`config.mk`:
```
export PLATFORM = sky130hd
export DESIGN_NAME = imm_ext_arbiter
export DESIGN_NICKNAME = d
export VERILOG_FILES = /design/src/rtl/imm_ext_arbiter.sv
export SDC_FILE = /design/constraint.sdc
export NUM_CORES = 1
export LEC_CHECK = 0
export ABC_CLOCK_PERIOD_IN_PS = 2400
export CAP_MARGIN = 20
export CELL_PAD_IN_SITES_DETAIL_PLACEMENT = 1
export CELL_PAD_IN_SITES_GLOBAL_PLACEMENT = 1
export CORE_MARGIN = 3
export CORE_UTILIZATION = 30
export CTS_CLUSTER_DIAMETER = 40
export DETAILED_ROUTE_END_ITERATION = 16
export MAX_ROUTING_LAYER = met4
export PLACE_DENSITY = 0.81
export SLEW_MARGIN = 25
export SYNTH_ARGS = -nofsm -noshare
export SYNTH_HDL_FRONTEND = slang
export SYNTH_SLANG_ARGS = --single-unit
```
`constraint.sdc`:
```
create_clock -name Clk -period 2.4 [get_ports Clk]
set_clock_uncertainty 0.2 [all_clocks]
set_input_delay 0.6 -clock Clk [delete_from_list [all_inputs] [get_ports Clk]]
set_output_delay 0.6 -clock Clk [all_outputs]
set_load 0.1 [all_outputs]
```
`src/rtl/imm_ext_arbiter.sv`:
```
// imm_ext_arbiter
//
// Shares one 16-to-32-bit immediate-extension datapath between two requesters.
// Requester 0 is decode-stage immediate extension. Requester 1 is memory-stage
// halfword/byte load extension. Requests are arbitrated round-robin. The
// winner's operand is extended according to its mode. The result is held in a
// single-entry output register with valid/ready handshaking. Two saturating
// grant counters support performance debugging.
//
// Extension modes:
//   2'b00  sign-extend the full IN_W operand
//   2'b01  zero-extend the full IN_W operand
//   2'b10  upper immediate: operand placed in the top bits, zeros below
//   2'b11  sign-extend the low byte; the upper operand bits are ignored
//
// Ports:
//   Clk         system clock, all state changes on the rising edge
//   Reset       synchronous active-high reset
//   req0_valid  requester 0 has a request
//   req0_data   requester 0 operand (IN_W)
//   req0_mode   requester 0 extension mode (2)
//   req0_ready  requester 0 accepted this cycle (combinational)
//   req1_valid  requester 1 has a request
//   req1_data   requester 1 operand (IN_W)
//   req1_mode   requester 1 extension mode (2)
//   req1_ready  requester 1 accepted this cycle (combinational)
//   out_valid   result register holds a valid result
//   out_data    extended result (OUT_W)
//   out_id      requester that produced out_data
//   out_ready   consumer accepts the result this cycle
//   grant_cnt0  saturating grant count for requester 0 (CNT_W)
//   grant_cnt1  saturating grant count for requester 1 (CNT_W)

module imm_ext_arbiter #(
    parameter int IN_W  = 16,
    parameter int OUT_W = 32,
    parameter int CNT_W = 8
) (
    input  logic             Clk,
    input  logic             Reset,

    input  logic             req0_valid,
    input  logic [IN_W-1:0]  req0_data,
    input  logic [1:0]       req0_mode,
    output logic             req0_ready,

    input  logic             req1_valid,
    input  logic [IN_W-1:0]  req1_data,
    input  logic [1:0]       req1_mode,
    output logic             req1_ready,

    output logic             out_valid,
    output logic [OUT_W-1:0] out_data,
    output logic             out_id,
    input  logic             out_ready,

    output logic [CNT_W-1:0] grant_cnt0,
    output logic [CNT_W-1:0] grant_cnt1
);

    // Encodings of the extension mode field.
    typedef enum logic [1:0] {
        MODE_SEXT  = 2'b00,
        MODE_ZEXT  = 2'b01,
        MODE_UPPER = 2'b10,
        MODE_SBYTE = 2'b11
    } ext_mode_t;

    // Round-robin pointer: which requester received the most recent grant.
    logic             last_grant;

    logic             can_accept;
    logic             grant0;
    logic             grant1;
    logic             grant_any;
    logic             winner;
    logic [IN_W-1:0]  sel_data;
    ext_mode_t        sel_mode;
    logic [OUT_W-1:0] ext_result;

    // A new result can be accepted when the output register is empty, or
    // when the value it holds is consumed in this same cycle. The second case
    // allows one result per cycle.
    assign can_accept = !out_valid || out_ready;

    // Grant decision. When only one requester is valid, that requester wins.
    // When both are valid, the requester that did not win last time wins.
    // Reset suppresses every grant, so no ready is raised while the block
    // is being cleared.
    always_comb begin
        grant0 = 1'b0;
        grant1 = 1'b0;
        if (!Reset && can_accept) begin
            if (req0_valid && req1_valid) begin
                grant0 = last_grant;
                grant1 = !last_grant;
            end else begin
                grant0 = req0_valid;
                grant1 = req1_valid;
            end
        end
    end

    assign grant_any  = grant0 || grant1;
    assign winner     = grant1;
    assign req0_ready = grant0;
    assign req1_ready = grant1;

    // Route the winning requester's operand and mode into the shared extender.
    always_comb begin
        sel_data = req0_data;
        sel_mode = ext_mode_t'(req0_mode);
        if (grant1) begin
            sel_data = req1_data;
            sel_mode = ext_mode_t'(req1_mode);
        end
    end

    // Shared extension datapath.
    always_comb begin
        ext_result = '0;
        case (sel_mode)
            MODE_SEXT:  ext_result = {{(OUT_W-IN_W){sel_data[IN_W-1]}}, sel_data};
            MODE_ZEXT:  ext_result = {{(OUT_W-IN_W){1'b0}}, sel_data};
            MODE_UPPER: ext_result = {sel_data, {(OUT_W-IN_W){1'b0}}};
            MODE_SBYTE: ext_result = {{(OUT_W-8){sel_data[7]}}, sel_data[7:0]};
            default:    ext_result = '0;
        endcase
    end

    // Output register and round-robin pointer.
    // A grant loads a fresh result, which may replace one consumed in the same
    // cycle. Without a grant, a consumed result simply empties the register.
    // While the register is full and not consumed, no grant occurs, so
    // out_data and out_id hold stable.
    always_ff @(posedge Clk) begin
        if (Reset) begin
            out_valid  <= 1'b0;
            out_data   <= '0;
            out_id     <= 1'b0;
            last_grant <= 1'b1;
        end else if (grant_any) begin
            out_valid  <= 1'b1;
            out_data   <= ext_result;
            out_id     <= winner;
            last_grant <= winner;
        end else if (out_ready) begin
            out_valid  <= 1'b0;
        end
    end

    // Saturating grant counters. Each counter stops at all-ones instead of
    // wrapping, so a long-running count never reads as a small value.
    always_ff @(posedge Clk) begin
        if (Reset) begin
            grant_cnt0 <= '0;
            grant_cnt1 <= '0;
        end else begin
            if (grant0 && (grant_cnt0 != {CNT_W{1'b1}})) begin
                grant_cnt0 <= grant_cnt0 + CNT_W'(1);
            end
            if (grant1 && (grant_cnt1 != {CNT_W{1'b1}})) begin
                grant_cnt1 <= grant_cnt1 + CNT_W'(1);
            end
        end
    end

endmodule

```
# Word level (Yosys, flattened, before mapping)
# Index checks and enable logic that the tools add are counted.
# Widths: inputs -> output; s select.
# classes
addsub	2
eq_ne	5
mux	9
reduce_logical	11
# op_table
op	count
$pmux 32 s4	1
$add 8x1->8 const B	2
$mux 16	1
$ne 8x8->1 const B	2
$mux 1	6
$eq 2x2->1 const B	2
$logic_and 1x1->1	4
$logic_not 1->1	3
$eq 2x1->1 const B	1
$logic_not 2->1	1
$logic_or 1x1->1	2
$mux 2	1
$reduce_bool 2->1	1
# word_totals
ff_bits	51
in_bits	41

# Depth between registers and ports, before layout
# Gate-level depths: netlist of the first run.
# logic_depth
depth_word	7
ltp_mapped	7
mapped_depth_nobuf	5

# Worst setup path before layout of the first run
# Ideal clock, no wire load.
# synth_timing
kind	reg-to-output
start	register out_valid
end	output port req0_ready
arrival_time_ns	2.278
t_required_ns	1.600
setup_slack_ns	-0.678
stages_incl_launch_ff	5
path_buffers	1
cell_sequence	dfxtp_1 nor2b_4 or4b_1 buf_2 inv_1
# synth_between
elab_chain_cells	4
# synth_lines
element	line	text
from (decl)	52	output logic out_valid,
from (signal assigned)	138	out_valid <= 1'b0;
from (signal assigned)	143	out_valid <= 1'b1;
from (signal assigned)	148	out_valid <= 1'b0;
$logic_not 1->1	84	assign can_accept = !out_valid || out_ready;
$logic_or 1x1->1	84	
$logic_and 1x1->1	93	if (!Reset && can_accept) begin
$mux 1	93	
to (decl)	45	output logic req0_ready,
# Every way passes these cells.

# Final worst setup path of the first run
# layout_timing
start	input port req1_valid
end	output port req0_ready
# layout_between
elab_chain_cells	3
# layout_lines
element	line	text
from (decl)	47	input logic req1_valid,
$logic_and 1x1->1	94	if (req0_valid && req1_valid) begin
$mux 1	94	
$mux 1	93	
# Every way passes these cells.

==> results.toml, run 1 <==
[route]
drt-pass1-iter-count = 6
wire_per_inst_um = 17.99
drc = 0
via_per_inst = 5.589
antenna_left = 0
vias = 3046
drt-initial-drc-count = 57
wirelength_um = 9803

[final_layout]
multiInputGateArea_um2 = 1506
num_antenna_cells = 0
area_delta_synth_final_pct = 51.02
layout-drive-gt1-share = 0.2886
post_layout_nonfiller_instances = 545
num-nets-final = 482
num-fill-cells = 1014
ff_latch_area_um2 = 1026
stdcell_area_um2 = 3993

[timing]
slew_headroom = 0.7000
rsz0062_at_grt = "true"
clock.fmax_ghz = 0.4085
tightest_slew_ns = 0.4443
setup_slack_ns = -0.04779
slew_viol_final = 0
hold_viol_final = 0
fin_crit_ns = 2.448
min_period_over_period = 1.020
setup_violations = 1

[setup_path]
rr_startpoint = "out_valid"
critPathCaptureType = "primary output"
cp.required_ns = 1.60
reg2regPathDepth = 6
r2r_slack_ns = 0.16
start_kind = "input pin"
crit_fanout = 2
startpoint = "req1_valid"
critPathKind = "in -> out"
r2r_end = "grant_cnt0[3]"
crit_path_end = "req0_ready"
cp.arrival_ns = 1.65

[min_path]
hold_path.class = "reg -> reg"
min_from = "out_data[23]"

[logic_synthesis]
ys_top_cells_by_count = "51 x dfxtp_1, 47 x nand3_1, 25 x nor2_1"
netlist.top_cell.by_area = "dfxtp_1"
synth_seq_cells = 51
synth_warnings = 0
yosysUniqueCellTypes = 48
netlist_area_um2 = 2644
ys_async_sr_fraction = 0
synth.net_count = 365
synth_edf_count = 0
syn_inst = 322
synthFlopType = "dfxtp_1"
yosysTopAreaCellShare = 0.3862
synth_area_leaders = "dfxtp_1 39%, nand3_1 8.9%, a311oi_1 6.3%, nand3b_1 4.8%, nor2_1 3.5%"
avgSynthCellArea_um2 = 8.211
synth-seq-area-share = 0.3862
yosysMostFrequentCell = "dfxtp_1"

[global_routing]
grt_pass1_wl_um = 15760
antenna_found_initial = 0
track_usage = 0.2013
grt_overflow = 0
grt_max_degree = 22
grt_pass1_vias = 3178

[floorplanning]
ios = 93
rows = 33
die_area_um2 = 9975
core_um2 = 8382
start_util = 0.3154
dieWidth_um = 99.88
die_y_um = 99.88

[power]
seqPwrFrac = 0.406
power.leakage_nw = 1.507
powerDensity_nw_per_um2 = 579.4
power.clock.fraction = 0.221
power_frac_comb = 0.373
intPower_mw = 1.363
power_mw = 2.313
peakVddDrop_uv = 317.3
p_sw_mw = 0.9500
switching_share = 0.4107

[placed_design]
gp_congestion = 0.8461
portBuffers = 92
dp_cells = 535
place_hpwl_um = 7397
dpl_cell_area_um2 = 3899

[clock_tree]
cts-root-buf = "clkbuf_8"
cts_tree = "yes"
cts_inserted_buffers = 5
cts_max_level = 2
cts_sinks = 51
clk_pin_slew_worst_paths_ns = 0.10
clk_latency_ns = 0.32
cts_buffer_depth = 2

[status]
status = "finished, violations left"
failed_checks = "negative setup slack"

[run]
max-cap-violations = 0
-- cell usage in the layout (no fill, tap or decap), drive strengths merged, types with 2 or more instances in the layout --
| master | count |
|---|---|
| buf | 98 |
| nor2 | 25 |
| o311ai | 3 |
| a311oi | 19 |
| nor3 | 4 |
| mux2i | 2 |
| a21oi | 11 |
| o211ai | 9 |
| nand3b | 17 |
| nor4 | 2 |
| clkbuf | 7 |
| a31o | 2 |
| nand2b | 4 |
| a41oi | 7 |
| nand4 | 5 |
| clkdlybuf4s50 | 36 |
| mux2 | 7 |
| a31oi | 3 |
| o41ai | 2 |
| inv | 9 |
| or3 | 2 |
| o31ai | 2 |
| nand3 | 48 |
| and4 | 2 |
| nand2 | 23 |
| nor2b | 5 |
| ha | 2 |
| dfxtp | 51 |
| o21ai | 14 |
| or4 | 3 |
-- what timing repair did --
action,in CTS,in global routing
pin swaps,1,0
setup buffers,1,1
hold endpoints to repair,0,0
hold buffers,0,0
gates resized for setup,13,4
setup endpoints to repair,4,2
-- sequential cells by signal (all words and copies together), names as in the netlist --
register	cells
out_valid	1
out_id	1
last_grant	1
grant_cnt1	8
grant_cnt0	8
out_data	32
-- how the worst min path moves through the flow --
| stage | end | slack (ns) | depth (start not counted) |
|---|---|---|---|
| 4_1_cts | out_data[23] | 0.27 | 2 |
| 5_1_grt | out_data[23] | 0.31 | 2 |
| 6_report | out_data[23] | 0.27 | 2 |
| 3_5_place_dp | out_data[23] | 0.26 | 2 |
| 2_1_floorplan | last_grant | 0.36 | 1 |
| 3_3_place_gp | out_data[23] | 0.25 | 2 |
-- metal layers --
metal  vias up  global-route usage  part of all wire
met4         0             0.07458             0.018
met1      1490              0.2345              0.43
met2        85              0.3422              0.50
li1       1449                   -                 -
met3        22             0.04031             0.046
met5         -                   -                 0
-- area by class of cell --
class | instances | area share
multi-input combinational | 236 | 0.3773
timing repair buffer | 135 | 0.3015
sequential | 51 | 0.2570
tap | 105 | 0.03291
clock buffer | 7 | 0.01912
inverter | 10 | 0.01097
clock inverter | 1 | 0.001254
-- kinds of logic after synthesis --
kind of cell | Yosys count | synth area share
muxes | 9 | 0.03739
AOI/OAI and AO/OA | 78 | 0.2144
xor gates and xnor gates | 1 | 0.003313
buffers and inverters | 35 | 0.05159
adders and majority gates | 2 | 0.009464
and+or+nand+nor | 146 | 0.2977
DFF | 51 | 0.3862
-- worst max-delay path, stage by stage --
cell and delay [ns]:
buf_6 0.09, nor2b_4 0.11, or4b_4 0.55, clkinvlp_4 0.12, buf_12 0.17
-- metrics by stage --
step                hold slack [ns]    util  setup slack [ns]  setup TNS, ns
floorplan                    0.3590       -           -0.1007        -0.1007
global placement             0.2473  0.4651           -0.4238         -9.512
detailed placement           0.2595  0.4651           -0.4839         -11.38
CTS                          0.2730  0.4753          -0.05936        -0.1170
global route                 0.3088  0.4763          -0.07225        -0.1067
finish                       0.2710  0.4763          -0.04779       -0.04779
-- power by group through the flow --
stage	Clock, mW	Combinational (mW)	Sequential (mW)
after global placement	0	0.845	0.955
after CTS	0.521	0.864	0.938
final	0.511	0.864	0.938
after global routing	0.556	0.903	0.945
after detailed placement	0	0.860	0.956
after floorplan	0	0.194	1.33
No activity file was read; power rests on OpenSTA's default activity.
==> inputs of run 2 (changes only) <==
ABC_CLOCK_PERIOD_IN_PS = 2900   (was 2400)
CORE_ASPECT_RATIO = 0.75   (was unset)
clock period = 2.9 ns   (was 2.4 ns; I/O delays follow)
==> results.toml, run 2 (synthesis results as in run 1) <==
[placed_design]
gp_congestion = 0.8511
dpl_cell_area_um2 = 3695
place_hpwl_um = 7099
dp_cells = 518
portBuffers = 92

[min_path]
min_from = "out_data[23]"
holdPathEnd = "out_data[23]"
hold_path.class = "reg -> reg"
min_path_cells = 2

[floorplanning]
die_y_um = 87.30
die_area_um2 = 9987
rows = 28
dieWidth_um = 114.4
ios = 93
core_um2 = 8233
start_util = 0.3211

[global_routing]
antenna_found_initial = 0
grt_max_degree = 42
grt_pass1_wl_um = 16080
track_usage = 0.2062
grt_pass1_vias = 3063
grt_overflow = 0

[run]
max-cap-violations = 0

[timing]
tightest_slew_ns = 0.6137
setup_tns_ns = 0
clock.fmax_ghz = 0.3490
min_period_over_period = 0.9882
slew_headroom = 0.5886
slew_viol_final = 0
fin_crit_ns = 2.866
setup_violations = 0
rsz0062_at_grt = "false"
hold_viol_final = 0

[route]
wire_per_inst_um = 18.56
via_per_inst = 5.639
antenna_left = 0
wirelength_um = 9779
drt-initial-drc-count = 178
drc = 0
drt-pass1-iter-count = 4
vias = 2972

[final_layout]
ff_latch_area_um2 = 1022
layout-drive-gt1-share = 0.2488
reg_top3 = "out_data: 32 flops, grant_cnt0: 8 flops, grant_cnt1: 8 flops"
final_common_cell = "buf_4"
area_delta_synth_final_pct = 46.19
post_layout_nonfiller_instances = 527
final_cell_mix = "74 x buf_4, 50 x dfxtp_1, 47 x nand3_1"
num-fill-cells = 980
num-nets-final = 464
stdcell_area_um2 = 3865
num_antenna_cells = 0
final_util = 0.4695
multiInputGateArea_um2 = 1503
largest_register_ffs = 32
regMostFlops = "out_data"

[setup_path]
crit_fanout = 2
max_stage_delay_ns = 0.52
path_buf_inv = 3
cp.arrival_ns = 1.94
path_cells = "dlygate4sd2_1 > nor2b_4 > or4b_4 > clkinvlp_4 > buf_12"
reg2regPathDepth = 5
cp.required_ns = 1.98
rr_startpoint = "out_valid"
critPathCaptureType = "primary output"
r2r_end = "grant_cnt0[6]"
r2r_slack_ns = 0.78
start_kind = "input pin"
path_depth = 5
critPathTopFamily = "simple AND/OR/NAND/NOR gates"
critPathKind = "in -> out"
critPathSlowestCell = "or4b_4"

[clock_tree]
cts_buffer_depth = 2
clk_latency_ns = 0.29
cts-root-buf = "clkbuf_16"
clk_pin_slew_worst_paths_ns = 0.06
cts_max_level = 2
cts_tree = "yes"
cts_inserted_buffers = 5
cts.hold.buffers_added = 0
cts_sinks = 51

[power]
powerDensity_nw_per_um2 = 542.1
peakVddDrop_uv = 252.0
power.leakage_nw = 1.442
power_mw = 2.095

[status]
status = "completed"
==> run 2: changes by cell type in the layout (fill, tap and decap cells not counted), moves of 2 or more <==
cell	previous run	this run
buf_4	87	74
dlygate4sd2_1	1	4
buf_2	2	0
clkbuf_8	5	2
buf_12	8	3
clkbuf_16	0	5
==> run 2: how the worst max path moves through the flow <==
stage,from,endpoint,slack (ns)
after floorplan,req1_valid,req0_ready,0.11
after global placement,out_ready,req0_ready,-0.28
after detailed placement,out_ready,req0_ready,-0.27
after CTS,req1_valid,req0_ready,0.006
after global routing,req1_valid,req0_ready,0.02
final,req1_valid,req0_ready,0.03
==> run 2: routing by layer <==
| metal | global-route usage | up-vias | share of wire |
|---|---|---|---|
| li1 | - | 1411 | - |
| met1 | 0.2776 | 1461 | 0.47 |
| met2 | 0.3323 | 90 | 0.46 |
| met3 | 0.03125 | 10 | 0.055 |
| met4 | 0.03668 | 0 | 0.0079 |
| met5 | - | - | 0 |
==> run 2: through the flow <==
| stage | worst slack [ns] | hold slack [ns] |
|---|---|---|
| global route | 0.01714 | 0.2860 |
| floorplan | 0.1088 | 0.3011 |
| detailed placement | -0.2723 | 0.2536 |
| CTS | 0.005832 | 0.2626 |
| global placement | -0.2790 | 0.2481 |
| finish | 0.03435 | 0.2600 |
==> run 2: report_power, final <==
part | internal (mW) | total [mW] | switching, mW
combinational | 0.194 | 0.693 | 0.500
clock | 0.368 | 0.624 | 0.256
sequential | 0.746 | 0.777 | 0.0309
==> run 2: repair_timing <==
item,4_1_cts,5_1_grt
gates resized for setup,7,0
buffers inserted,1,0
pin swaps,1,1
setup endpoints to repair,2,1
==> run 2: worst reg2reg max path, delay by kind of cell, from the launching register on <==
family / cells / cell delay [ns]
buffers and inverters: 1 / 0.19
flip-flops: 1 / 0.34
AO/OA/AOI/OAI: 1 / 0.14
AND/OR/NAND/NOR: 3 / 1.18
==> run 2: cell type report <==
class,instances,share of cell area
clock buffer,8,0.04047
timing repair buffer,117,0.2616
multi-input combinational,236,0.3888
sequential,51,0.2645
tap,105,0.03399
inverter,10,0.01068
